**src/rtl/sipo_frame_rx_if.sv**
```systemverilog
// Interface for the sipo_frame_rx block. It carries the serial input, the framing controls
// and the valid/ready parallel word output.
interface sipo_frame_rx_if #(
    parameter int WIDTH = 4
);
    localparam int CW = $clog2(WIDTH + 1);

    logic             sin;
    logic             sin_en;
    logic             frame_start;
    logic [WIDTH-1:0] pout;
    logic             pout_valid;
    logic             pout_ready;
    logic             busy;
    logic [CW-1:0]    bit_cnt;
    logic             overrun;
    logic             ovr_clr;

    modport master (
        output sin, sin_en, frame_start, pout_ready, ovr_clr,
        input  pout, pout_valid, busy, bit_cnt, overrun
    );

    modport slave (
        input  sin, sin_en, frame_start, pout_ready, ovr_clr,
        output pout, pout_valid, busy, bit_cnt, overrun
    );
endinterface

```
**src/rtl/sipo_frame_rx.sv**
```systemverilog
// LSB-first serial-to-parallel frame receiver with a one-entry valid/ready output buffer.
// A sticky overrun flag is set whenever a completed word arrives while that buffer is still full.
module sipo_frame_rx #(
    parameter  int WIDTH = 4,
    localparam int CW    = $clog2(WIDTH + 1)
) (
    input logic          clk,
    input logic          rst,
    sipo_frame_rx_if.slave bus
);

    typedef enum logic {
        IDLE = 1'b0,
        RECV = 1'b1
    } state_e;

    state_e           state_q, state_d;
    state_e           cur_state;
    logic [CW-1:0]    cnt_q, cnt_d, cur_cnt;
    // The register keeps only the upper WIDTH-1 bits. The newest bit comes straight from sin
    // when a word completes.
    logic [WIDTH-2:0] sr_q, sr_d;
    logic [WIDTH-1:0] pout_q, pout_d;
    logic [WIDTH-1:0] word;
    logic             valid_q, valid_d;
    logic             ovr_q, ovr_d;
    logic             complete;

    // NOTE: state registers use non-blocking assignments, so every flop samples pre-edge values.
    always_ff @(posedge clk or posedge rst) begin
        if (rst) begin
            state_q <= IDLE;
            cnt_q   <= '0;
            sr_q    <= '0;
            pout_q  <= '0;
            valid_q <= 1'b0;
            ovr_q   <= 1'b0;
        end else begin
            state_q <= state_d;
            cnt_q   <= cnt_d;
            sr_q    <= sr_d;
            pout_q  <= pout_d;
            valid_q <= valid_d;
            ovr_q   <= ovr_d;
        end
    end

    // NOTE: every output of this block gets a default first, so no latch can be inferred.
    always_comb begin
        state_d   = state_q;
        cnt_d     = cnt_q;
        sr_d      = sr_q;
        pout_d    = pout_q;
        valid_d   = valid_q;
        ovr_d     = ovr_q;
        word      = {bus.sin, sr_q};
        complete  = 1'b0;
        cur_state = state_q;
        cur_cnt   = cnt_q;

        // Realign first, so that a coincident strobe starts the new frame.
        if (bus.frame_start) begin
            cur_state = IDLE;
            cur_cnt   = '0;
            state_d   = IDLE;
            cnt_d     = '0;
        end

        if (bus.sin_en) begin
            sr_d = word[WIDTH-1:1];
            case (cur_state)
                IDLE: begin
                    state_d = RECV;
                    cnt_d   = CW'(1);
                end
                RECV: begin
                    if (cur_cnt == CW'(WIDTH - 1)) begin
                        complete = 1'b1;
                        state_d  = IDLE;
                        cnt_d    = '0;
                    end else begin
                        cnt_d = cur_cnt + CW'(1);
                    end
                end
            endcase
        end

        if (valid_q && bus.pout_ready) begin
            valid_d = 1'b0;
        end

        if (bus.ovr_clr) begin
            ovr_d = 1'b0;
        end

        // A word that completes into a full, stalled buffer is dropped. In that case the set
        // overrides a same-cycle clear.
        if (complete) begin
            if (!valid_q || bus.pout_ready) begin
                pout_d  = word;
                valid_d = 1'b1;
            end else begin
                ovr_d = 1'b1;
            end
        end
    end

    assign bus.pout       = pout_q;
    assign bus.pout_valid = valid_q;
    assign bus.bit_cnt    = cnt_q;
    assign bus.busy       = (cnt_q != '0);
    assign bus.overrun    = ovr_q;

endmodule

```
**src/flat_wrapper.sv**
```systemverilog
// flat-port wrapper written by rule: the top's interface ports become plain ports
module sipo_frame_rx_flat 
#(
    parameter  int WIDTH = 4,
    localparam int CW    = $clog2(WIDTH + 1)
)
  (clk, rst, bus_sin, bus_sin_en, bus_frame_start, bus_pout_ready, bus_ovr_clr, bus_pout, bus_pout_valid, bus_busy, bus_bit_cnt, bus_overrun);
  sipo_frame_rx_if #(.WIDTH(WIDTH)) bus_i ();
  input logic clk;
  input logic rst;
  input wire logic [$bits(bus_i.sin)-1:0] bus_sin;
  input wire logic [$bits(bus_i.sin_en)-1:0] bus_sin_en;
  input wire logic [$bits(bus_i.frame_start)-1:0] bus_frame_start;
  input wire logic [$bits(bus_i.pout_ready)-1:0] bus_pout_ready;
  input wire logic [$bits(bus_i.ovr_clr)-1:0] bus_ovr_clr;
  output wire logic [$bits(bus_i.pout)-1:0] bus_pout;
  output wire logic [$bits(bus_i.pout_valid)-1:0] bus_pout_valid;
  output wire logic [$bits(bus_i.busy)-1:0] bus_busy;
  output wire logic [$bits(bus_i.bit_cnt)-1:0] bus_bit_cnt;
  output wire logic [$bits(bus_i.overrun)-1:0] bus_overrun;
  assign bus_i.sin = bus_sin;
  assign bus_i.sin_en = bus_sin_en;
  assign bus_i.frame_start = bus_frame_start;
  assign bus_i.pout_ready = bus_pout_ready;
  assign bus_i.ovr_clr = bus_ovr_clr;
  assign bus_pout = bus_i.pout;
  assign bus_pout_valid = bus_i.pout_valid;
  assign bus_busy = bus_i.busy;
  assign bus_bit_cnt = bus_i.bit_cnt;
  assign bus_overrun = bus_i.overrun;
  sipo_frame_rx #(.WIDTH(WIDTH)) u_core (.clk(clk), .rst(rst), .bus(bus_i));
endmodule
```
**config.mk**
```make
export PLATFORM = sky130hd
export DESIGN_NAME = sipo_frame_rx_flat
export DESIGN_NICKNAME = d
export VERILOG_FILES = /design/src/rtl/sipo_frame_rx_if.sv /design/src/rtl/sipo_frame_rx.sv /design/src/flat_wrapper.sv
export SDC_FILE = /design/constraint.sdc
export NUM_CORES = 1
export LEC_CHECK = 0
export ABC_AREA = 1
export BUFFER_PORTS_ARGS = -buffer_cell sky130_fd_sc_hd__buf_2
export CAP_MARGIN = 20
export CORE_UTILIZATION = 40
export CTS_BUF_LIST = sky130_fd_sc_hd__clkbuf_8
export CTS_CLUSTER_SIZE = 30
export DETAILED_ROUTE_END_ITERATION = 12
export MAX_ROUTING_LAYER = met4
export SYNTH_ARGS = -nofsm -noshare
export SYNTH_HDL_FRONTEND = slang
export SYNTH_SLANG_ARGS = --single-unit
```
**constraint.sdc**
```tcl
create_clock -name clk -period 1.7 [get_ports clk]
set_clock_uncertainty 0.05 [all_clocks]
set_input_delay 0.425 -clock clk [delete_from_list [all_inputs] [get_ports clk]]
set_output_delay 0.425 -clock clk [all_outputs]
set_load 0.05 [all_outputs]
```
# ---- After elaboration in Yosys (flattened, before gate mapping)
# Cells that the tools add are included.
dict set report op_classes {
  n_addsub 1
  eq_ne 1
  mux 17
  n_bitwise 1
  reduce_logical 5
}
# cell n
set op_table {}
lappend op_table {{$mux W1} 12}
lappend op_table {{$mux W3} 3}
lappend op_table {{$pmux W3 S2} 1}
lappend op_table {{$add A3 B1 Y3 const B} 1}
lappend op_table {{$eq A3 B2 Y1 const B} 1}
lappend op_table {{$reduce_bool A3 Y1} 1}
lappend op_table {{$pmux W1 S2} 1}
lappend op_table {{$reduce_and A2 Y1} 1}
lappend op_table {{$logic_and A1 B1 Y1} 1}
lappend op_table {{$logic_not A1 Y1} 1}
lappend op_table {{$logic_or A1 B1 Y1} 1}
lappend op_table {{$not A1 Y1} 1}
dict set report word_totals {
  register_bits 13
  inputBits 7
  out_inout_bits 10
  word_cells 31
}

# ---- Longest topological paths before layout
dict set report depth {
  depth_word 6
  mapped_depth 8
  mapped_depth_nobuf 8
}

# ---- Worst setup path after synthesis
# No wires, ideal clock.
dict set report synth_path {
  path_type {flip-flop to output port}
  from {register u_core.cnt_q[2] (netlist: u_core.bus.bit_cnt[2])}
  to {output port bus_busy}
  arrival_time_ps 1165
  required_ps 1225
  slack_ps 60
  stages_incl_launch_ff 3
  n_path_buf 0
  path_cell_list {dfrtp_1 > nor2_1 > nand2_1}
}
dict set report synth_via {
  elab_chain_len 1
}
# item line_no
set synth_lines {}
lappend synth_lines {{start: declaration} sipo_frame_rx.sv:19} ;# logic [CW-1:0] cnt_q, cnt_d, cur_cnt;
lappend synth_lines {{start signal: assignment} sipo_frame_rx.sv:40} ;# cnt_q <= cnt_d;
lappend synth_lines {{$reduce_bool A3 Y1} sipo_frame_rx.sv:111} ;# assign bus.busy = (cnt_q != '0);
lappend synth_lines {{end: declaration} flat_wrapper.sv:18} ;# output wire logic [$bits(bus_i.busy)-1:0] bus_busy;
# Every way passes these cells.

# ---- Final worst setup path
# Ends and elaborated chain as after synthesis.

==> results.txt <==
status: complete, no violations
# clock sinks: 13
post-synthesis cell count: 63
Ant. Diodes: 0
initial core utilization: 44.1%
row cnt: 13
Synthesized Nets: 71
Static Leak: 0.415 nW
P per Cell Area: 960 mW/mm2
post_cts resized: 0
total global routing overflow: 0
RSZ-0062 raised after global routing: no
fin crit share: 92.2%
hold_ws: 0.141 ns
area of the multi-input gates: 233 um2
share of synthesized registers carrying an async set or reset: 100%
Die Wd: 40.3 um
max-cap violations: 0
largest net degree at the start of global routing: 14
worst vdd ir: 0.000465 V
vias: 444
H-tree depth: 1
top cells by area, synth: dfrtp_1, nand2_1, inv_1
synthesized area per cell: 9.33 um2
grt met1 use: 20.6%
final net count: 92
CP Data Arrival Time: 1.09 ns
Synth area leader: dfrtp_1
Detailed Route WL: 1.01 mm
post-layout min period: 1.57 ns
Worst Max-Slew Pin Slew: 0.471 ns
setup violators final: 0
area delta synth->final: 24.7%
Longest Clk Path Bufs: 2
Synth Flop Type: dfrtp_1
synthesized flop and latch total: 13
Final HPWL DP: 773 um
Synth Cell Area: 588 um2
CP max FO: 4
area share of the largest cell type after synthesis: 55.3%
CP endpoint kind: output port
Post-CTS Hold Buffers: 0
EDFF count, synth: 0
GRT Max-Usage Layer: met1
Core Footprint: 0.00133 mm2
Synth cell types: 15
CTS root buf: clkbuf_8
Die ar.: 0.00163 mm2
family with the most delay on the worst path: flip-flops
Post-synth top cells: nand2_1, dfrtp_1, inv_1
FMAX: 0.638 GHz
antenna violations before repair: 0
met3 usage: 5.00%
postcts setup bufs: 0
crit path launch type: flip-flop
Pins Over Slew Limit: 0
Worst Path Required: 1.22 ns
Initial DRT Pass Iterations: 4
average wire per standard cell: 10.3 um
Detail Route Antenna Nets: 0
sequential share of the synthesized area: 55.3%
CP Buf/Inv Count: 1
die height: 40.3 um
Cells after DPL: 94
Sequential Area: 325 um2
Buffers on Ports: 16
GP Congestion: 0.736
Inserted Clock Buffers: 3
Slew HR: 68.5%
Critical Path Max Stage Delay: 0.48 ns
Setup WS pre-CTS: 0.182 ns
share of layout cells above drive strength 1: 31.3%
Reg clk slew, reported paths: 0.06 ns
CP cell instances: nor2_1, nand2_1, buf_2
CTS tree: yes
Ports: 17
worst hold-check path type: primary input to async pin
Tot GR Track Use: 15.3%
most frequent cell after synthesis: nand2_1
Final Hold Violating Endpoints: 0
total negative slack: 0 ns
Filler cells: 137
critical path type: flip-flop to output port
routed vias/inst: 4.53
Slowest-stage cell, CP: dfrtp_1
DR iter-0 viols: 15
first-pass GRT wire length: 1.52 mm
met2 Usage GRT: 20.2%
Yosys warning total: 0
worst skew pair latency: 0.24 ns
final setup margin: 0.132 ns
Finished Layout Cells: 98
vias in the first global route: 379
DRC errors left: 0
## layout make-up
class	count	share of cell area (%)
flip-flops and latches	13	44.4
multi-input cells	42	31.7
repair buffers	16	10.9
clock buffers	3	5.63
inverters	8	4.10
well taps	15	2.56
clock inverters	1	0.683
## layer usage
| layer | vias to the layer above | wire [um] |
|---|---|---|
| met4 | 0 | 5 |
| met3 | 2 | 59 |
| met1 | 191 | 545 |
| li1 | 240 | - |
| met5 | - | 0 |
| met2 | 11 | 396 |
## per-stage QoR
stage | area [um2] | util, % | total power [mW]
floorplan | 588 | - | 0.413
global placement | 687 | 51.5 | 0.443
detailed placement | 687 | 51.5 | 0.443
CTS | 733 | 55.0 | 0.707
global route | 733 | 55.0 | 0.734
finish | 733 | 55.0 | 0.704
## report_power, final
part	internal, mW	leakage (nW)	switching, mW
sequential	0.327	0.171	0.00998
clock	0.161	0.0255	0.106
combinational	0.0245	0.219	0.0751
## flip-flops by register name, summed over array words and instances (netlist names)
name	count
u_core.bus.pout	4
u_core.sr_q	3
u_core.bus.pout_valid	1
u_core.bus.overrun	1
u_core.state_q	1
u_core.bus.bit_cnt	3
## cell families (layout without fill, tap and decap cells)
group / count (synthesis) / after routing / synth area share [%]
buffers and inverters: 8 / 28 / 5.11
DFF: 13 / 13 / 55.3
AOI/OAI and AO/OA: 6 / 6 / 6.17
adders and majority gates: 1 / 1 / 2.13
and+or+nand+nor: 35 / 35 / 31.3
## worst paths after layout
check                                       from                  to  slack, ns  depth (start not counted)
setup / recovery           u_core.bus.bit_cnt[2]            bus_busy       0.13                          3
hold / removal                               rst      u_core.sr_q[0]       0.14                          2
setup reg to reg           u_core.bus.bit_cnt[0]  u_core.bus.pout[2]       0.36                          8
hold reg to reg               u_core.bus.pout[0]  u_core.bus.pout[0]       0.42                          2
max in group asynchronous                    rst  u_core.bus.overrun       1.14                          2
min in group clk                         bus_sin      u_core.sr_q[2]       0.35                          3
## placed cells by master, fill, tap and decap left out, drive strengths merged
cell type  netlist  final
nand2           21     21
buf              0     16
dfrtp           13     13
inv              8      8
nor2             7      7
o21ai            5      5
nand4            4      4
clkbuf           0      3
nand3            2      2
nand3b           1      1
o21a             1      1
ha               1      1
clkinv           0      1
## worst reg2reg max path, delay by kind of cell (launching register included)
kind | cells | cell delay (ns)
AND/OR/NAND/NOR | 6 | 0.60
flip-flops | 1 | 0.35
adder cells (fa/ha/maj) | 1 | 0.19
buffers and inverters | 1 | 0.05
No activity file was read; power rests on OpenSTA's default activity.
